--- config.mk ---
export PLATFORM = sky130hd
export DESIGN_NAME = axil_command_initiator_flat
export DESIGN_NICKNAME = d
export VERILOG_FILES = /design/src/rtl/axil_initiator_pkg.sv /design/src/rtl/axi_lite.sv /design/src/rtl/axil_timeout_counter.sv /design/src/rtl/axil_command_initiator.sv /design/src/flat_wrapper.sv
export SDC_FILE = /design/constraint.sdc
export NUM_CORES = 1
export LEC_CHECK = 0
export BUFFER_PORTS_ARGS = -buffer_cell sky130_fd_sc_hd__buf_4
export CAP_MARGIN = 20
export CORE_UTILIZATION = 28
export DETAILED_ROUTE_END_ITERATION = 6
export MAX_ROUTING_LAYER = met4
export PLACE_DENSITY_LB_ADDON = 0.08
export SLEW_MARGIN = 15
export SYNTH_ARGS = -nofsm -noshare
export SYNTH_HDL_FRONTEND = slang
export SYNTH_SLANG_ARGS = --single-unit
export TNS_END_PERCENT = 1
--- constraint.sdc ---
create_clock -name clock -period 1.8 [get_ports clock]
set_input_delay 0.36 -clock clock [delete_from_list [all_inputs] [get_ports clock]]
set_output_delay 0.36 -clock clock [all_outputs]
set_load 0.01 [all_outputs]
--- src/rtl/axil_initiator_pkg.sv ---
// Shared types for the AXI-lite command initiator: FSM state encoding,
// AXI response codes and a response classification helper.
package axil_initiator_pkg;

   typedef enum logic [2:0] {
      IDLE            = 3'd0,
      WRITE_ADDR_DATA = 3'd1,
      WRITE_RESP      = 3'd2,
      READ_ADDR       = 3'd3,
      READ_DATA       = 3'd4,
      RESPOND         = 3'd5
   } state_e;

   localparam logic [1:0] RESP_OKAY   = 2'b00;
   localparam logic [1:0] RESP_EXOKAY = 2'b01;
   localparam logic [1:0] RESP_SLVERR = 2'b10;
   localparam logic [1:0] RESP_DECERR = 2'b11;

   function automatic logic resp_is_error(input logic [1:0] resp);
      return (resp != RESP_OKAY);
   endfunction

endpackage

--- src/rtl/axi_lite.sv ---
// AXI-lite bus bundle with master and slave views.
interface axi_lite #(
   parameter int ADDR_WIDTH = 32,
   parameter int DATA_WIDTH = 32
);
   logic                    awvalid;
   logic                    awready;
   logic [ADDR_WIDTH-1:0]   awaddr;
   logic [2:0]              awprot;
   logic                    wvalid;
   logic                    wready;
   logic [DATA_WIDTH-1:0]   wdata;
   logic [DATA_WIDTH/8-1:0] wstrb;
   logic                    bvalid;
   logic                    bready;
   logic [1:0]              bresp;
   logic                    arvalid;
   logic                    arready;
   logic [ADDR_WIDTH-1:0]   araddr;
   logic [2:0]              arprot;
   logic                    rvalid;
   logic                    rready;
   logic [DATA_WIDTH-1:0]   rdata;
   logic [1:0]              rresp;

   modport master (
      output awvalid, awaddr, awprot, wvalid, wdata, wstrb, bready,
             arvalid, araddr, arprot, rready,
      input  awready, wready, bvalid, bresp, arready, rvalid, rdata, rresp
   );

   modport slave (
      input  awvalid, awaddr, awprot, wvalid, wdata, wstrb, bready,
             arvalid, araddr, arprot, rready,
      output awready, wready, bvalid, bresp, arready, rvalid, rdata, rresp
   );
endinterface

--- src/rtl/axil_timeout_counter.sv ---
// Saturating wait counter; expired is high during the TIMEOUT_CYCLES-th
// consecutive enabled cycle so the owner can leave its wait state on that edge.
module axil_timeout_counter #(
   parameter int TIMEOUT_CYCLES = 255
) (
   input  logic clock,
   input  logic reset,
   input  logic clear,
   input  logic enable,
   output logic expired
);
   localparam int              CW   = $clog2(TIMEOUT_CYCLES + 1);
   localparam logic [CW-1:0]   LAST = CW'(TIMEOUT_CYCLES - 1);

   logic [CW-1:0] count_r;

   // Count enabled cycles, holding at the last value until cleared.
   always_ff @(posedge clock or negedge reset) begin
      if (!reset) begin
         count_r <= {CW{1'b0}};
      end else if (clear) begin
         count_r <= {CW{1'b0}};
      end else if (enable && (count_r != LAST)) begin
         count_r <= count_r + CW'(1);
      end else begin
         count_r <= count_r;
      end
   end

   assign expired = enable && (count_r == LAST);
endmodule

--- src/rtl/axil_command_initiator.sv ---
// Single-outstanding command-to-AXI-lite initiator. Define AXIL_INITIATOR_TIMEOUT_EN
// to add a response-wait timeout with late-beat (stale) draining.
module axil_command_initiator
   import axil_initiator_pkg::*;
#(
   parameter int ADDR_WIDTH     = 32,
   parameter int DATA_WIDTH     = 32,
   parameter int TIMEOUT_CYCLES = 255
) (
   input  logic                  clock,
   input  logic                  reset,
   input  logic                  cmd_valid,
   output logic                  cmd_ready,
   input  logic                  cmd_write,
   input  logic [ADDR_WIDTH-1:0] cmd_address,
   input  logic [DATA_WIDTH-1:0] cmd_data,
   output logic                  rsp_valid,
   input  logic                  rsp_ready,
   output logic [DATA_WIDTH-1:0] rsp_data,
   output logic                  rsp_error,
   output logic                  rsp_timeout,
   axi_lite.master               axil
);
   state_e                state_r, next_state_s;
   logic [ADDR_WIDTH-1:0] addr_r;
   logic [DATA_WIDTH-1:0] data_r;
   logic awvalid_r, wvalid_r, arvalid_r, bready_r, rready_r, cmd_ready_r;
   logic rsp_valid_r, rsp_error_r, rsp_timeout_r;
   logic [DATA_WIDTH-1:0] rsp_data_r;
   logic awvalid_nxt_s, wvalid_nxt_s, arvalid_nxt_s, bready_nxt_s, rready_nxt_s;
   logic cmd_ready_nxt_s, rsp_valid_nxt_s, rsp_error_nxt_s, rsp_timeout_nxt_s;
   logic [DATA_WIDTH-1:0] rsp_data_nxt_s;
   logic accept_s, aw_complete_s, w_complete_s, ar_hs_s, b_hs_s, r_hs_s;
   logic timeout_s, stale_b_nxt_s, stale_r_nxt_s;

   assign accept_s      = cmd_valid && cmd_ready_r;
   assign aw_complete_s = !awvalid_r || axil.awready;
   assign w_complete_s  = !wvalid_r || axil.wready;
   assign ar_hs_s       = arvalid_r && axil.arready;
   assign b_hs_s        = axil.bvalid && bready_r;
   assign r_hs_s        = axil.rvalid && rready_r;

`ifdef AXIL_INITIATOR_TIMEOUT_EN
   logic stale_b_r, stale_r_r, wait_s;

   assign wait_s = (state_r == WRITE_RESP) || (state_r == READ_DATA);

   axil_timeout_counter #(.TIMEOUT_CYCLES(TIMEOUT_CYCLES)) u_timeout (
      .clock   (clock),
      .reset   (reset),
      .clear   (!wait_s),
      .enable  (wait_s),
      .expired (timeout_s)
   );

   // A timed-out channel stays stale until its late beat has been drained.
   always_comb begin
      stale_b_nxt_s = stale_b_r;
      stale_r_nxt_s = stale_r_r;
      if ((state_r == WRITE_RESP) && !b_hs_s && timeout_s) begin
         stale_b_nxt_s = 1'b1;
      end else if (stale_b_r && b_hs_s) begin
         stale_b_nxt_s = 1'b0;
      end else begin
         stale_b_nxt_s = stale_b_r;
      end
      if ((state_r == READ_DATA) && !r_hs_s && timeout_s) begin
         stale_r_nxt_s = 1'b1;
      end else if (stale_r_r && r_hs_s) begin
         stale_r_nxt_s = 1'b0;
      end else begin
         stale_r_nxt_s = stale_r_r;
      end
   end

   // Stale flag registers.
   always_ff @(posedge clock or negedge reset) begin
      if (!reset) begin
         stale_b_r <= 1'b0;
         stale_r_r <= 1'b0;
      end else begin
         stale_b_r <= stale_b_nxt_s;
         stale_r_r <= stale_r_nxt_s;
      end
   end
`else
   assign timeout_s     = 1'b0;
   assign stale_b_nxt_s = 1'b0;
   assign stale_r_nxt_s = 1'b0;
`endif

   // FSM state register.
   always_ff @(posedge clock or negedge reset) begin
      if (!reset) begin
         state_r <= IDLE;
      end else begin
         state_r <= next_state_s;
      end
   end

   // FSM next-state logic; AW and W may complete in either order.
   always_comb begin
      next_state_s = state_r;
      case (state_r)
         IDLE: begin
            if (accept_s) next_state_s = cmd_write ? WRITE_ADDR_DATA : READ_ADDR;
            else          next_state_s = IDLE;
         end
         WRITE_ADDR_DATA: begin
            if (aw_complete_s && w_complete_s) next_state_s = WRITE_RESP;
            else                               next_state_s = WRITE_ADDR_DATA;
         end
         WRITE_RESP: begin
            if (b_hs_s || timeout_s) next_state_s = RESPOND;
            else                     next_state_s = WRITE_RESP;
         end
         READ_ADDR: begin
            if (ar_hs_s) next_state_s = READ_DATA;
            else         next_state_s = READ_ADDR;
         end
         READ_DATA: begin
            if (r_hs_s || timeout_s) next_state_s = RESPOND;
            else                     next_state_s = READ_DATA;
         end
         RESPOND: begin
            if (rsp_valid_r && rsp_ready) next_state_s = IDLE;
            else                          next_state_s = RESPOND;
         end
         default: next_state_s = IDLE;
      endcase
   end

   // FSM output logic: next values for every registered output.
   always_comb begin
      awvalid_nxt_s     = awvalid_r;
      wvalid_nxt_s      = wvalid_r;
      arvalid_nxt_s     = arvalid_r;
      rsp_data_nxt_s    = rsp_data_r;
      rsp_error_nxt_s   = rsp_error_r;
      rsp_timeout_nxt_s = rsp_timeout_r;
      if (accept_s && cmd_write) begin
         awvalid_nxt_s = 1'b1;
         wvalid_nxt_s  = 1'b1;
      end else begin
         awvalid_nxt_s = awvalid_r && !axil.awready;
         wvalid_nxt_s  = wvalid_r && !axil.wready;
      end
      if (accept_s && !cmd_write) arvalid_nxt_s = 1'b1;
      else                        arvalid_nxt_s = arvalid_r && !axil.arready;
      if ((state_r == WRITE_RESP) && b_hs_s) begin
         rsp_data_nxt_s    = {DATA_WIDTH{1'b0}};
         rsp_error_nxt_s   = resp_is_error(axil.bresp);
         rsp_timeout_nxt_s = 1'b0;
      end else if ((state_r == READ_DATA) && r_hs_s) begin
         rsp_data_nxt_s    = axil.rdata;
         rsp_error_nxt_s   = resp_is_error(axil.rresp);
         rsp_timeout_nxt_s = 1'b0;
      end else if (timeout_s) begin
         rsp_data_nxt_s    = {DATA_WIDTH{1'b0}};
         rsp_error_nxt_s   = 1'b0;
         rsp_timeout_nxt_s = 1'b1;
      end else begin
         rsp_data_nxt_s    = rsp_data_r;
         rsp_error_nxt_s   = rsp_error_r;
         rsp_timeout_nxt_s = rsp_timeout_r;
      end
      bready_nxt_s    = (next_state_s == WRITE_RESP) || stale_b_nxt_s;
      rready_nxt_s    = (next_state_s == READ_DATA) || stale_r_nxt_s;
      cmd_ready_nxt_s = (next_state_s == IDLE) && !stale_b_nxt_s && !stale_r_nxt_s;
      rsp_valid_nxt_s = (next_state_s == RESPOND);
   end

   // Output registers.
   always_ff @(posedge clock or negedge reset) begin
      if (!reset) begin
         awvalid_r     <= 1'b0;
         wvalid_r      <= 1'b0;
         arvalid_r     <= 1'b0;
         bready_r      <= 1'b0;
         rready_r      <= 1'b0;
         cmd_ready_r   <= 1'b0;
         rsp_valid_r   <= 1'b0;
         rsp_error_r   <= 1'b0;
         rsp_timeout_r <= 1'b0;
         rsp_data_r    <= {DATA_WIDTH{1'b0}};
      end else begin
         awvalid_r     <= awvalid_nxt_s;
         wvalid_r      <= wvalid_nxt_s;
         arvalid_r     <= arvalid_nxt_s;
         bready_r      <= bready_nxt_s;
         rready_r      <= rready_nxt_s;
         cmd_ready_r   <= cmd_ready_nxt_s;
         rsp_valid_r   <= rsp_valid_nxt_s;
         rsp_error_r   <= rsp_error_nxt_s;
         rsp_timeout_r <= rsp_timeout_nxt_s;
         rsp_data_r    <= rsp_data_nxt_s;
      end
   end

   // Command latch, loaded on acceptance.
   always_ff @(posedge clock or negedge reset) begin
      if (!reset) begin
         addr_r <= {ADDR_WIDTH{1'b0}};
         data_r <= {DATA_WIDTH{1'b0}};
      end else if (accept_s) begin
         addr_r <= cmd_address;
         data_r <= cmd_data;
      end else begin
         addr_r <= addr_r;
         data_r <= data_r;
      end
   end

   assign cmd_ready    = cmd_ready_r;
   assign rsp_valid    = rsp_valid_r;
   assign rsp_data     = rsp_data_r;
   assign rsp_error    = rsp_error_r;
   assign rsp_timeout  = rsp_timeout_r;
   assign axil.awvalid = awvalid_r;
   assign axil.awaddr  = addr_r;
   assign axil.awprot  = 3'b000;
   assign axil.wvalid  = wvalid_r;
   assign axil.wdata   = data_r;
   assign axil.wstrb   = {(DATA_WIDTH/8){1'b1}};
   assign axil.bready  = bready_r;
   assign axil.arvalid = arvalid_r;
   assign axil.araddr  = addr_r;
   assign axil.arprot  = 3'b000;
   assign axil.rready  = rready_r;
endmodule

--- src/flat_wrapper.sv ---
// flat-port wrapper written by rule: the top's interface ports become plain ports
module axil_command_initiator_flat import axil_initiator_pkg::*;
#(
   parameter int ADDR_WIDTH     = 32,
   parameter int DATA_WIDTH     = 32,
   parameter int TIMEOUT_CYCLES = 255
)
  (clock, reset, cmd_valid, cmd_ready, cmd_write, cmd_address, cmd_data, rsp_valid, rsp_ready, rsp_data, rsp_error, rsp_timeout, axil_awvalid, axil_awaddr, axil_awprot, axil_wvalid, axil_wdata, axil_wstrb, axil_bready, axil_arvalid, axil_araddr, axil_arprot, axil_rready, axil_awready, axil_wready, axil_bvalid, axil_bresp, axil_arready, axil_rvalid, axil_rdata, axil_rresp);
  axi_lite #(.ADDR_WIDTH(ADDR_WIDTH), .DATA_WIDTH(DATA_WIDTH)) axil_i ();
  input  logic clock;
  input  logic reset;
  input  logic cmd_valid;
  output logic cmd_ready;
  input  logic cmd_write;
  input  logic [ADDR_WIDTH-1:0] cmd_address;
  input  logic [DATA_WIDTH-1:0] cmd_data;
  output logic rsp_valid;
  input  logic rsp_ready;
  output logic [DATA_WIDTH-1:0] rsp_data;
  output logic rsp_error;
  output logic rsp_timeout;
  output wire logic [$bits(axil_i.awvalid)-1:0] axil_awvalid;
  output wire logic [$bits(axil_i.awaddr)-1:0] axil_awaddr;
  output wire logic [$bits(axil_i.awprot)-1:0] axil_awprot;
  output wire logic [$bits(axil_i.wvalid)-1:0] axil_wvalid;
  output wire logic [$bits(axil_i.wdata)-1:0] axil_wdata;
  output wire logic [$bits(axil_i.wstrb)-1:0] axil_wstrb;
  output wire logic [$bits(axil_i.bready)-1:0] axil_bready;
  output wire logic [$bits(axil_i.arvalid)-1:0] axil_arvalid;
  output wire logic [$bits(axil_i.araddr)-1:0] axil_araddr;
  output wire logic [$bits(axil_i.arprot)-1:0] axil_arprot;
  output wire logic [$bits(axil_i.rready)-1:0] axil_rready;
  input wire logic [$bits(axil_i.awready)-1:0] axil_awready;
  input wire logic [$bits(axil_i.wready)-1:0] axil_wready;
  input wire logic [$bits(axil_i.bvalid)-1:0] axil_bvalid;
  input wire logic [$bits(axil_i.bresp)-1:0] axil_bresp;
  input wire logic [$bits(axil_i.arready)-1:0] axil_arready;
  input wire logic [$bits(axil_i.rvalid)-1:0] axil_rvalid;
  input wire logic [$bits(axil_i.rdata)-1:0] axil_rdata;
  input wire logic [$bits(axil_i.rresp)-1:0] axil_rresp;
  assign axil_awvalid = axil_i.awvalid;
  assign axil_awaddr = axil_i.awaddr;
  assign axil_awprot = axil_i.awprot;
  assign axil_wvalid = axil_i.wvalid;
  assign axil_wdata = axil_i.wdata;
  assign axil_wstrb = axil_i.wstrb;
  assign axil_bready = axil_i.bready;
  assign axil_arvalid = axil_i.arvalid;
  assign axil_araddr = axil_i.araddr;
  assign axil_arprot = axil_i.arprot;
  assign axil_rready = axil_i.rready;
  assign axil_i.awready = axil_awready;
  assign axil_i.wready = axil_wready;
  assign axil_i.bvalid = axil_bvalid;
  assign axil_i.bresp = axil_bresp;
  assign axil_i.arready = axil_arready;
  assign axil_i.rvalid = axil_rvalid;
  assign axil_i.rdata = axil_rdata;
  assign axil_i.rresp = axil_rresp;
  axil_command_initiator #(.ADDR_WIDTH(ADDR_WIDTH), .DATA_WIDTH(DATA_WIDTH), .TIMEOUT_CYCLES(TIMEOUT_CYCLES)) u_core (.clock(clock), .reset(reset), .cmd_valid(cmd_valid), .cmd_ready(cmd_ready), .cmd_write(cmd_write), .cmd_address(cmd_address), .cmd_data(cmd_data), .rsp_valid(rsp_valid), .rsp_ready(rsp_ready), .rsp_data(rsp_data), .rsp_error(rsp_error), .rsp_timeout(rsp_timeout), .axil(axil_i));
endmodule
==> metrics, run 1 <==
status=finished, final reports clean; Main synth FF type=dfrtp_1; Synthesis Warnings=0; RSZ-0062 raised after global routing=true; ANT cells=0; Clock Skew=0.008713 ns; final wirelength=10.85 mm; R2R Setup Slk=0.05 ns; most frequent cell after synthesis=dfrtp_1; min cycle time layout=1.747 ns; H-tree Lvls=3; clock sinks=about 110; Worst-Skew Late Latency=0.35 ns; P&R area growth vs syn=47.75%; number of synthesized flops with an enable pin=0; fin crit share=0.9705; Setup-failing EPs final=0; mean area per synthesized cell=between 10 and 15 um2; WP data required=2.08 ns; Crit Path Class=flop to flop; final-report hold violation count=0; Slew HR=0.5010; CP Data Arrival Time=roughly 2 ns; Final #Nets=625; Simple-Gate Fraction of Synth Area=0.04549; HPWL Detailed=7.952 mm; GRT Util Overall=0.1404; Seq/Total Area, Yosys=0.6123; postcts setup bufs=0; hold_ws=0.2112 ns; most common library cells after synthesis=dfrtp_1 (107), mux2_2 (64), buf_4 (46); Max Clk Rate=572.4 MHz; max-slew violation count=0; flops & latches, synth=107; Hold Path Class=input port to flop; Yosys top cell area share=0.6123; synth unique cells=33; Die Y=127.0 um; Tightest Pin Transition=0.7467 ns; Overflow after GRT=0; vias in the first global route=3197; xor-xnor portion of the synthesized cell area=0; crit-path max FO=32; IR drop worst, VDD=0.7801 mV; adder-cell share of the synthesized area=0; post-synthesis mux area share=0.1648; io pins=~260; Yosys top cell by area=dfrtp_1; first-pass GRT wire length=16.74 mm; TNS Setup=0 ns; RD Place Congestion=0.7741; largest net degree at the start of global routing=63; Root Buffer Master=clkbuf_16; Post-DRT Antenna Nets=0; clock buffer depth=2; Pleak=3.255 nW; Power Density=about 1600 mW/mm2; post-synthesis cell count=301; die area=0.01612 mm2; Vias/cell=4.349; Chip Width=127.0 um; largest family of logic cells by synthesized area=multiplexers; Inserted Clock Buffers=9; Starting Density=0.2877; FP Rows=45; routed len/inst=15.32 um; IO buf count=245; Inst Count DP=691; DRC Markers=0; Post-Layout Cell Count=708; endpoint type of the worst setup path=flop; core area=0.01520 mm2; share of cells above drive strength 1=0.6538; Post-Syn Area=0.004373 mm2; DR vias=3079; CTS tree=built; Compound-Gate Fraction of Synth Area=0.07697; Synth area leaders=dfrtp_1 (61%), mux2_2 (16%), buf_4 (7.9%); Max Cap Viol=0; Reg clk slew, reported paths=0.07 ns; drt pass-1 iters=4; crit start category=flop; initial antenna violation count=0; initial DRC count=95; asr flop ratio synth=1.000
==> metrics by stage <==
| step | power (mW) | utilization | cell area (um2) | setup WS (ns) |
|---|---|---|---|---|
| floorplan | 6.515 | - | 4407 | 0.3824 |
| global placement | 8.594 | 0.4035 | 6135 | 0.09603 |
| detailed placement | 8.641 | 0.4035 | 6135 | 0.002301 |
| CTS | 10.77 | 0.4249 | 6459 | 0.01629 |
| global route | 11.24 | 0.4250 | 6461 | -0.05882 |
| finish | 10.56 | 0.4250 | 6461 | 0.05303 |
==> metal layers <==
metal / GRT usage / wire length [um] / vias up
met5: - / 0 / -
met4: 0.04412 / 156 / 0
met3: 0.05235 / 845 / 8
met2: 0.2343 / 5539 / 144
met1: 0.1558 / 4305 / 1486
li1: - / - / 1441
==> worst max-delay path, stage by stage (launching register included) <==
cell	delay, ns
dfrtp_2	0.44
nor3b_2	0.18
and2b_2	0.24
nor2_4	0.58
a22o_1	0.24
==> cell usage in the layout, fill, tap and decap left out, types with 2 or more instances in the layout <==
cell and instances:
nand2_1 7, a32oi_1 2, clkinv_2 2, mux2_2 64
clkbuf_8 3, nand2b_1 2, nor3_1 2, a22o_1 32
nand3_1 4, buf_4 247, conb_1 11, clkbuf_16 9
dfrtp_1 106, inv_1 2, buf_12 3
==> power breakdown <==
part           internal (mW)  leakage (nW)  switching, mW  total [mW]
clock                   1.19         0.155          0.862        2.05
sequential              3.39          1.34          0.655        4.04
combinational           2.64          1.76           1.82        4.47
==> registers in the layout, indices dropped and copies added, names as in the netlist <==
register / count
u_core.rsp_data: 32
u_core.state_r: 3
u_core.cmd_ready: 1
u_core.rsp_valid: 1
u_core.axil.rready: 1
u_core.axil.awvalid: 1
u_core.axil.bready: 1
u_core.rsp_error: 1
u_core.axil.araddr: 32
u_core.axil.wdata: 32
u_core.axil.arvalid: 1
u_core.axil.wvalid: 1
==> path summary, 6_finish.rpt <==
check	from	endpoint	cells past startpoint
worst max-delay path	u_core.state_r[1]	u_core.rsp_data[14]	4
worst min-delay path	cmd_write	u_core.axil.arvalid	2
worst max register to register	u_core.state_r[1]	u_core.rsp_data[14]	4
worst min register to register	u_core.rsp_data[19]	u_core.rsp_data[19]	1
max in group asynchronous	reset	u_core.axil.wdata[15]	3
min in group asynchronous	reset	u_core.rsp_data[7]	3
==> logic make-up after synthesis <==
logic type,count (synthesis)
other cells,2
buf+inv,59
compound gates,39
flops,107
mux,64
simple gates,30
==> final cells by class <==
cell class	instances	area (um2)
clock buffer	12	266.5
sequential	107	2679
clock inverter	4	47.55
inverter	2	7.507
fill	1456	8741
tap	188	235.2
timing repair buffer	251	1924
multi-input combinational	144	1301
==> repair_timing <==
action	4_1_cts	5_1_grt
setup endpoints to repair	2	32
pin swaps	1	15
hold endpoints to repair	7	0
gates resized for setup	0	2
hold buffers	1	0
Note: power is estimated with default switching activity, not from simulation.
==> run 2: changes to the inputs <==
- REMOVE_ABC_BUFFERS: default -> 1
==> metrics, run 2 (synthesized netlist as in run 1, its figures left out) <==
initial antenna violation count=0; WP data required=~2.1 ns; first-pass GRT wire length=16.29 mm; hold_ws=0.2157 ns; HPWL Detailed=7.939 mm; Vias/cell=4.401; Clock Skew=around 0.0074 ns; Hold Path Class=input port to flop; max-slew violation count=0; status=finished, final reports clean; drt pass-1 iters=4; min cycle time layout=1.726 ns; Post-Layout Cell Count=708; Worst-Skew Late Latency=roughly 0.35 ns; Inst Count DP=slightly below 700; RD Place Congestion=0.7007; clock buffer depth=2; IR drop worst, VDD=0.8183 mV; fin crit share=0.9587; largest net degree at the start of global routing=46; Starting Density=0.2877; ANT cells=0; Final Instance Area=~0.0065 mm2; Final #Nets=~630; final wirelength=10.68 mm; die area=0.01612 mm2; final-report hold violation count=0; Final Power=10.73 mW; FP Rows=45; vias in the first global route=around 3100; crit-path leading delay family=simple AND/OR/NAND/NOR gates; DR vias=3116; Setup-failing EPs final=0; CP Data Arrival Time=roughly 2 ns; Root Buffer Master=clkbuf_16; H-tree Lvls=3; most frequent cells in the layout=buf_4 (248), dfrtp_1 (106), mux2_2 (64), a22o_1 (32), conb_1 (11); Max Clk Rate=579.5 MHz; crit-path max FO=32; CP max stage delay=0.56 ns; core area=0.01520 mm2; endpoint type of the worst setup path=flop; DRC Markers=0; Tightest Pin Transition=0.7226 ns; initial DRC count=~160; postcts setup bufs=0; Power Density=1652 mW/mm2; final core utilization=0.4273; Max Cap Viol=0; R2R Setup Slk=0.07 ns; share of cells above drive strength 1=0.6538; Slew HR=0.5171; leading cell type in the layout, fill and taps excluded=buf_4; Post-DRT Antenna Nets=0; Pleak=3.277 nW; Chip Width=127.0 um; crit start category=flop; routed len/inst=15.09 um; Die Y=127.0 um; GRT Util Overall=0.1362; Overflow after GRT=0; io pins=~260; Inserted Clock Buffers=9; RSZ-0062 raised after global routing=true; Reg clk slew, reported paths=0.07 ns; placed cell area=0.006147 mm2; clock sinks=roughly 110; CP Buf/Inv Count=0; crit path cell chain=nor3b_4 -> and2b_2 -> nor2_4 -> a22o_1; Crit Path Class=flop to flop; P&R area growth vs syn=48.56%; CTS tree=built; IO buf count=245; slowest stage cell, crit path=nor2_4
## run 2: changes by cell type in the layout (fill, tap and decap cells not counted), sizes merged
cell      change
clkinvlp      -1
buf           +1
clkbuf        -3
bufinv        +2
clkinv        +1
## run 2: cell type report
class / instances / area, um2
Inverter: 2 / 7.507
Multi-Input combinational cell: 144 / 1313
Timing Repair Buffer: 252 / 1932
Clock inverter: 6 / 105.1
Tap cell: 188 / 235.2
Sequential cell: 107 / 2679
Fill cell: 1426 / 8706
Clock buffer: 9 / 225.2
## run 2: per-stage QoR
step	setup TNS [ns]	setup WS (ns)
2_1_floorplan	-41.24	-0.9563
3_3_place_gp	0	0.06922
3_5_place_dp	0	0.04770
4_1_cts	0	0.02482
5_1_grt	-0.5202	-0.03012
6_report	0	0.07426
## run 2: layer usage
layer | global-route usage | part of all wire | vias up | routed length (um)
li1 | - | - | 1435 | -
met1 | 0.1525 | 0.39 | 1552 | 4208
met5 | - | 0 | - | 0
met3 | 0.04481 | 0.062 | 7 | 657
met4 | 0.03782 | 0.010 | 0 | 110
met2 | 0.2327 | 0.53 | 122 | 5706
## run 2: report_power, final
group          leakage, nW  switching, mW  internal [mW]
combinational         1.77           1.84           2.66
sequential            1.34          0.653           3.39
clock                0.165          0.855           1.34
total                 3.28           3.35           7.39
## run 2: worst paths after layout
kind	to	cells past startpoint	start
worst max-delay path	u_core.rsp_data[21]	4	u_core.state_r[1]
worst min-delay path	u_core.axil.arvalid	2	cmd_write
min in group asynchronous	u_core.axil.araddr[15]	2	reset
max in group asynchronous	u_core.state_r[1]	3	reset
worst max register to register	u_core.rsp_data[21]	4	u_core.state_r[1]
worst min register to register	u_core.rsp_data[29]	1	u_core.rsp_data[29]
## run 2: repair_timing
item                                   4_1_cts  5_1_grt
endpoints found under the hold margin       25        0
setup endpoints to repair                    0       32
hold buffers                                 1        0
resized for setup                            0        3
==> run 3: changes to the inputs <==
- SLEW_MARGIN: 15 -> default
- SYNTH_HIERARCHICAL: default -> 1
==> metrics, run 3 <==
Max Clk Rate=563.7 MHz; status=finished, final reports clean; Seq/Total Area, Yosys=0.6123; crit start category=flop; Max Cap Viol=0; CP Data Arrival Time=2.06 ns; clock sinks=107; ANT cells=0; Inserted Clock Buffers=9; Crit Path Class=flop to flop; flops & latches, synth=roughly 110; Synth area leaders=dfrtp_1 (61%), mux2_2 (16%), buf_4 (7.9%); synth unique cells=33; die area=between 0.015 and 0.02 mm2; H-tree Lvls=3; post-synthesis cell count=roughly 300; most common library cells after synthesis=dfrtp_1 (107), mux2_2 (64), buf_4 (46); Vias/cell=4.395; Overflow after GRT=0; Worst-Skew Late Latency=between 0.3 and 0.4 ns; Reg clk slew, reported paths=0.07 ns; crit-path max FO=32; DR vias=between 3000 and 4000; Clock Skew=0.005418 ns; initial DRC count=108; Slew HR=0.4979; fin crit share=0.9855; largest net degree at the start of global routing=108; Tightest Pin Transition=0.7513 ns; final wirelength=10.83 mm; final core utilization=0.4217; Setup-failing EPs final=0; Power Density=1625 mW/mm2; hold_ws=0.05207 ns; GRT Util Overall=0.1389; min cycle time layout=1.774 ns; IR drop worst, VDD=0.7660 mV; Root Buffer Master=clkbuf_16; first-pass GRT wire length=approximately 16 mm; Die Y=127.0 um; RSZ-0062 raised after global routing=true; most frequent cells in the layout=buf_4 (248), dfrtp_1 (106), mux2_2 (64), a22o_1 (32), conb_1 (11); vias in the first global route=3109; endpoint type of the worst setup path=flop; P&R area growth vs syn=46.61%; Post-DRT Antenna Nets=0; WP data required=between 2 and 2.5 ns; mean area per synthesized cell=between 10 and 15 um2; Starting Density=0.2877; Yosys top cell by area=dfrtp_1; drt pass-1 iters=4; most frequent cell after synthesis=dfrtp_1; HPWL Detailed=7.821 mm; asr flop ratio synth=1.000; routed len/inst=15.34 um; io pins=257; max-slew violation count=0; Pleak=3.234 nW; IO buf count=245; Post-Layout Cell Count=roughly 710; initial antenna violation count=0; Hold Path Class=input port to async pin; core area=0.01520 mm2; share of cells above drive strength 1=0.6525; Chip Width=between 100 and 150 um; RD Place Congestion=between 0.7 and 0.8; CTS tree=built; Main synth FF type=dfrtp_1; Final #Nets=624; Inst Count DP=about 700; Post-Syn Area=0.004373 mm2; Yosys top cell area share=0.6123; Synthesis Warnings=6; DRC Markers=0; postcts setup bufs=0; final-report hold violation count=0; FP Rows=45; number of synthesized flops with an enable pin=0; leading cell type in the layout, fill and taps excluded=buf_4; clock buffer depth=2
run 3: cell counts after synthesis:
No cell type changed its count.
run 3: repair_timing:
| item | in CTS | in global routing |
|---|---|---|
| gates resized for setup | 0 | 3 |
| gates cloned | 0 | 0 |
| setup endpoints to repair | 4 | 32 |
| hold buffers | 0 | 0 |
| pin swaps | 1 | 18 |
run 3: kinds of logic after synthesis:
logic type,count (synthesis),share of synthesized area
flops,107,0.6123
mux,64,0.1648
buf+inv,59,0.09871
compound gates,39,0.07697
simple gates,30,0.04550
other cells,2,0.001717
run 3: path summary, 6_finish.rpt:
path | startpoint | to | slack, ns | cells after the start
max reg2reg | u_core/state_r[1] | u_core/rsp_data[16] | 0.03 | 4
min | reset | u_core/rsp_data[1] | 0.05 | 2
min reg2reg | u_core/rsp_data[11] | u_core/rsp_data[11] | 0.50 | 1
max in group asynchronous | reset | u_core/state_r[1] | 1.24 | 2
max | u_core/state_r[1] | u_core/rsp_data[16] | 0.03 | 4
min in group clock | axil_arready | u_core/axil.arvalid | 0.22 | 2
run 3: per-stage QoR:
| step | TNS, ns | area, um2 | setup slack (ns) | total power, mW |
|---|---|---|---|---|
| global placement | 0 | 6122 | 0.06049 | 8.583 |
| CTS | 0 | 6402 | 0.001447 | 10.58 |
| floorplan | -41.14 | 3983 | -0.9555 | 5.972 |
| finish | 0 | 6411 | 0.02612 | 10.42 |
| global route | -1.340 | 6411 | -0.07785 | 11.10 |
| detailed placement | 0 | 6122 | 0.002646 | 8.631 |
run 3: layer usage:
layer | global-route usage | share of wire | wire length (um)
met1 | 0.1537 | 0.39 | 4198
met2 | 0.2304 | 0.52 | 5641
met3 | 0.04564 | 0.067 | 724
met4 | 0.05812 | 0.025 | 269
met5 | - | 0 | 0
run 3: worst max-delay path: stages (launching register included):
cell and delay, ns:
dfrtp_2 0.45, nor3b_4 0.18, and2b_2 0.25, nor2_4 0.58, a22o_1 0.24
run 3: final cells by class:
class	instances	area [um2]
repair buffers	250	1902
clock buffers	13	270.3
fillers	1472	8791
clock inverters	2	10.01
well taps	188	235.2
flip-flops and latches	107	2679
inverters	2	7.507
multi-input cells	144	1308
run 3: where the power goes:
part           total, mW  internal [mW]  switching [mW]
sequential          4.05           3.39           0.664
combinational       4.48           2.65            1.83
clock               1.88           1.04           0.843
